[src/rtl/pump_controller.sv]
// Debounced hysteresis pump driver with minimum off time, run timeout and latched fault.
// Optional dry-run check is compiled in when PUMP_CTRL_DRYRUN_EN is defined.
module pump_controller #(
    parameter int DEBOUNCE_CYCLES = 16,
    parameter int MIN_OFF_CYCLES  = 64,
    parameter int MAX_RUN_CYCLES  = 1024,
    parameter int DRYRUN_CYCLES   = 256,
    parameter int CNT_W           = 16
) (
    input  logic       clk,
    input  logic       rst_n,
    input  logic [3:0] indicator,
    input  logic       fault_clr,
    output logic       pump_en,
    output logic [1:0] state,
    output logic [3:0] level_stable,
    output logic       fault,
    output logic [1:0] fault_code
);

    typedef enum logic [1:0] {
        S_IDLE  = 2'b00,
        S_RUN   = 2'b01,
        S_COOL  = 2'b10,
        S_FAULT = 2'b11
    } state_t;

    localparam logic [1:0] FC_NONE    = 2'b00;
    localparam logic [1:0] FC_TIMEOUT = 2'b01;
    localparam logic [1:0] FC_DRYRUN  = 2'b10;
    localparam logic [1:0] FC_INVALID = 2'b11;

    localparam logic [3:0] LVL_EMPTY = 4'b0001;
    localparam logic [3:0] LVL_HIGH  = 4'b1000;

    localparam logic [CNT_W-1:0] DEB_LIMIT = CNT_W'(DEBOUNCE_CYCLES);
    localparam logic [CNT_W-1:0] RUN_LAST  = CNT_W'(MAX_RUN_CYCLES - 1);
    localparam logic [CNT_W-1:0] OFF_LAST  = CNT_W'(MIN_OFF_CYCLES - 1);

    // Reject parameter sets the counters cannot represent.
    generate
        if (DEBOUNCE_CYCLES < 1 || MIN_OFF_CYCLES < 1 || MAX_RUN_CYCLES < 1 ||
            DRYRUN_CYCLES >= MAX_RUN_CYCLES || CNT_W < 1 ||
            MAX_RUN_CYCLES > (1 << CNT_W) || MIN_OFF_CYCLES > (1 << CNT_W) ||
            DEBOUNCE_CYCLES >= (1 << CNT_W)) begin : g_bad_params
            $error("pump_controller: invalid parameter combination");
        end
    endgenerate

    state_t           state_reg, state_next;
    logic [1:0]       code_reg, code_next;
    logic [3:0]       ind_reg;
    logic [3:0]       level_reg;
    logic [CNT_W-1:0] deb_cnt_reg;
    logic [CNT_W-1:0] run_cnt_reg;
    logic [CNT_W-1:0] off_cnt_reg;
    logic             pump_reg;
    logic             fault_reg;
    logic             level_multi;

    // Two or more bits set means the indicator stage is reporting nonsense.
    assign level_multi = (level_reg & 4'(level_reg - 4'd1)) != 4'd0;

    // Debounce: deb_cnt_reg is the length of the current run of identical samples.
    always_ff @(posedge clk or negedge rst_n) begin
        if (!rst_n) begin
            ind_reg     <= 4'd0;
            deb_cnt_reg <= '0;
            level_reg   <= 4'd0;
        end else begin
            ind_reg <= indicator;
            if (indicator != ind_reg) begin
                deb_cnt_reg <= CNT_W'(1);
            end else if (deb_cnt_reg < DEB_LIMIT) begin
                deb_cnt_reg <= deb_cnt_reg + CNT_W'(1);
            end
            if (deb_cnt_reg == DEB_LIMIT) begin
                level_reg <= ind_reg;
            end
        end
    end

    always_comb begin
        state_next = state_reg;
        code_next  = code_reg;
        case (state_reg)
            S_IDLE: begin
                if (level_reg == LVL_EMPTY) begin
                    state_next = S_RUN;
                end else if (level_multi) begin
                    state_next = S_FAULT;
                    code_next  = FC_INVALID;
                end
            end
            S_RUN: begin
                if (level_reg == LVL_HIGH) begin
                    state_next = S_COOL;
                end else if (run_cnt_reg == RUN_LAST) begin
                    state_next = S_FAULT;
                    code_next  = FC_TIMEOUT;
`ifdef PUMP_CTRL_DRYRUN_EN
                end else if (run_cnt_reg == CNT_W'(DRYRUN_CYCLES - 1) &&
                             level_reg == LVL_EMPTY) begin
                    state_next = S_FAULT;
                    code_next  = FC_DRYRUN;
`endif
                end else if (level_multi) begin
                    state_next = S_FAULT;
                    code_next  = FC_INVALID;
                end
            end
            S_COOL: begin
                if (off_cnt_reg == OFF_LAST) begin
                    state_next = S_IDLE;
                end
            end
            S_FAULT: begin
                if (fault_clr) begin
                    state_next = S_COOL;
                    code_next  = FC_NONE;
                end
            end
            default: begin
                state_next = S_IDLE;
                code_next  = FC_NONE;
            end
        endcase
    end

    // Counters restart whenever their state is (re)entered.
    always_ff @(posedge clk or negedge rst_n) begin
        if (!rst_n) begin
            state_reg   <= S_IDLE;
            code_reg    <= FC_NONE;
            pump_reg    <= 1'b0;
            fault_reg   <= 1'b0;
            run_cnt_reg <= '0;
            off_cnt_reg <= '0;
        end else begin
            state_reg   <= state_next;
            code_reg    <= code_next;
            pump_reg    <= (state_next == S_RUN);
            fault_reg   <= (state_next == S_FAULT);
            run_cnt_reg <= (state_reg == S_RUN && state_next == S_RUN) ?
                           run_cnt_reg + CNT_W'(1) : '0;
            off_cnt_reg <= (state_reg == S_COOL && state_next == S_COOL) ?
                           off_cnt_reg + CNT_W'(1) : '0;
        end
    end

    assign pump_en      = pump_reg;
    assign state        = state_reg;
    assign level_stable = level_reg;
    assign fault        = fault_reg;
    assign fault_code   = code_reg;

endmodule
[config.mk]
export PLATFORM = sky130hd
export DESIGN_NAME = pump_controller
export DESIGN_NICKNAME = d
export VERILOG_FILES = /design/src/rtl/pump_controller.sv
export SDC_FILE = /design/constraint.sdc
export NUM_CORES = 1
export LEC_CHECK = 0
export CELL_PAD_IN_SITES_DETAIL_PLACEMENT = 1
export CELL_PAD_IN_SITES_GLOBAL_PLACEMENT = 1
export CORE_ASPECT_RATIO = 0.7
export CORE_UTILIZATION = 42
export DETAILED_ROUTE_END_ITERATION = 6
export PLACE_DENSITY = 0.84
export SETUP_SLACK_MARGIN = 0.5
export SLEW_MARGIN = 20
export SYNTH_ARGS = -nofsm -noshare
export SYNTH_HDL_FRONTEND = slang
export SYNTH_SLANG_ARGS = --single-unit
[constraint.sdc]
create_clock -name clk -period 1.6 [get_ports clk]
set_input_delay 0.4 -clock clk [delete_from_list [all_inputs] [get_ports clk]]
set_output_delay 0.4 -clock clk [all_outputs]
set_load 0.02 [all_outputs]
==> flow_metrics.py <==
metrics = {
    "logic_synthesis": {
        "ys_ff_latch": 62,
        "ys_seq_area_frac": 0.535,
        "ys_top_cells_by_count": "dfrtp_1, nor2_1, nand3_1",
        "ys.flop_type": "dfrtp_1",
        "syn-num-nets": 284,
        "synthTopCellsByArea": "dfrtp_1, nor2_1, xnor2_1",
        "avgSynthCellArea_sq_um": 10.6,
        "synth_edf_count": 0,
        "async_reset_ff_frac": 1.00,
        "yosysTopAreaCell": "dfrtp_1",
        "syn_area_sq_mm": 0.00290,
        "post-synth-top-count-cell": "dfrtp_1",
        "yosysWarnings": 0,
        "yosysTopAreaCellShare": 0.535,
        "synth_cell_types": 44,
        "synthCells": 273,
    },
    "floorplan": {
        "die_width_um": 101,
        "num_io_pins": 17,
        "die_y_um": 71.5,
        "core_sq_mm": 0.00646,
        "die-area_sq_mm": 0.00725,
        "rows": 24,
        "start_util": 0.449,
    },
    "global_routing": {
        "grt_pass1_vias": 2869,
        "grt_usage": 0.300,
        "grt_max_degree": 63,
        "grt_pass1_wl_mm": 15.7,
        "grt_overflow": 0,
        "grt_antenna_before_repair": 0,
    },
    "placement": {
        "dpl.cell_count": 406,
        "portBuffers": 16,
        "gp_congestion": 0.844,
        "dp_hpwl_mm": 5.31,
        "pre_cts_ws_ns": -0.225,
    },
    "pwr": {
        "p_leak_nw": 1.75,
        "powerDensity_mw_per_mm2": 1020,
        "ir_drop_v": 0.000577,
    },
    "cells_and_area": {
        "area.sequential_sq_mm": 0.00156,
        "utilization": 0.650,
        "num-nets-final": 362,
        "fillers": 668,
        "final_cells": 447,
        "diodes": 0,
        "area_growth_pct": 44.7,
        "drive_gt1_frac": 0.455,
        "multi_input_area_sq_mm": 0.00159,
    },
    "detailed_routing": {
        "viasPerCell": 5.92,
        "first_pass_iters": 5,
        "ant_nets": 0,
        "drc": 0,
        "drtIter0Drc": 154,
        "avgRoutedWirePerCell_um": 25.0,
        "postRouteWirelength_mm": 11.2,
        "vias": 2645,
    },
    "timing": {
        "relSlewSlack": 0.600,
        "fin_crit_sh": 1.21,
        "fin_skew_ns": 0.0126,
        "drv_slew": 0,
        "tightest_slew_ns": 0.592,
        "post-route-min-period_ns": 1.94,
        "setup_ws_ns": -0.342,
        "hold_viol_final": 0,
        "setup_viol": 47,
        "rsz0062_at_grt": "yes",
        "tns_ns": -6.88,
        "fmaxAchievable_mhz": 515,
    },
    "flow_run": {
        "max_cap_violations": 0,
    },
    "worst_setup_path": {
        "rrSetupSlack_ns": -0.34,
        "worstPathRequired_ns": 1.84,
        "crit_type": "register to register",
        "critPathLaunchType": "register",
        "crit_path_end_kind": "register",
        "path_max_fanout": 4,
        "arrival_ns": 2.18,
    },
    "run_status": {
        "violations": "negative setup slack",
        "status": "finished, violations left",
    },
    "cts": {
        "hold_buffers": 0,
        "clockBufferDepth": 2,
        "cts_buffers": 9,
        "path_clk_slew_ns": 0.08,
        "cts-root-buf": "clkbuf_8",
        "cts_sinks": 62,
        "cts_max_level": 3,
        "cts_tree": "yes",
        "clk_latency_ns": 0.36,
    },
    "worst_hold_path": {
        "hold_class": "primary input to async pin",
    },
}
## power by group
part	switching [mW]	internal, mW
Clock	0.657	1.00
Combinational	0.443	0.396
Sequential	0.114	1.66
Total	1.21	3.06
## per-layer routing
layer	wire, um	GRT usage
met4	479	0.182
met5	0	0
met3	673	0.0693
met1	4410	0.339
met2	5640	0.522
## critical path: stages, from the launching register on
cell and delay, ns:
dfrtp_1 0.43, nor4b_1 0.58, nand2_1 0.17, or2_2 0.39, and4b_1 0.26
## area by class of cell
| cell class | count | share of cell area |
|---|---|---|
| Inverter | 12 | 0.0107 |
| Multi-Input combinational cell | 196 | 0.380 |
| Clock buffer | 13 | 0.0403 |
| Sequential cell | 62 | 0.372 |
| Tap cell | 91 | 0.0271 |
| Clock inverter | 3 | 0.0155 |
| Timing Repair Buffer | 70 | 0.155 |
## metrics by stage
step | hold WS [ns] | power [mW] | instance area (sq um)
after CTS | 0.0675 | 4.16 | 4040
after global routing | 0.0744 | 4.43 | 4200
after detailed placement | 0.437 | 2.48 | 3430
after global placement | 0.431 | 2.42 | 3430
final | 0.0568 | 4.27 | 4200
after floorplan | 0.104 | 2.11 | 2940
## timing repair
item / 4_1_cts / 5_1_grt
gates cloned: 2 / 0
buffers inserted: 16 / 7
pin swaps: 18 / 14
endpoints found under the setup margin: 68 / 68
gates resized for setup: 125 / 26
## final timing paths
kind                            startpoint  depth (start not counted)        endpoint
max                        run_cnt_reg[12]                          4         pump_en
min                                  rst_n                          2   fault_code[0]
max reg2reg                run_cnt_reg[12]                          4         pump_en
min reg2reg                 deb_cnt_reg[5]                          1  deb_cnt_reg[5]
max in group asynchronous            rst_n                          2  off_cnt_reg[7]
min in group clk              indicator[3]                          1      ind_reg[3]
## placed cells by master, fill, tap and decap left out, types with 3 or more instances in the layout
cell,synthesis,layout
a21oi_2,1,6
nor2_2,0,9
and2_4,0,11
buf_4,0,38
or3_1,5,4
nor4_1,13,7
xnor2_1,14,14
a21oi_1,9,4
nor2_4,0,4
xor2_1,14,12
dfrtp_2,0,7
inv_1,12,11
dfrtp_1,62,55
nand2_1,13,11
nor4_2,0,5
o21ai_2,0,3
nand4_1,9,9
dlygate4sd2_1,0,4
or4_4,3,3
nor2_1,37,24
nand3_1,15,14
mux2_2,4,4
o21ai_0,8,4
clkbuf_8,0,12
buf_6,2,23
nor3_1,4,3
## cells by family after synthesis
| group | synth area share |
|---|---|
| muxes | 0.0155 |
| xor gates and xnor gates | 0.0846 |
| and+or+nand+nor | 0.236 |
| DFF | 0.535 |
| adders and majority gates | 0.0246 |
| buffers and inverters | 0.0259 |
| AOI/OAI and AO/OA | 0.0785 |
(Power assumes the default switching activity.)
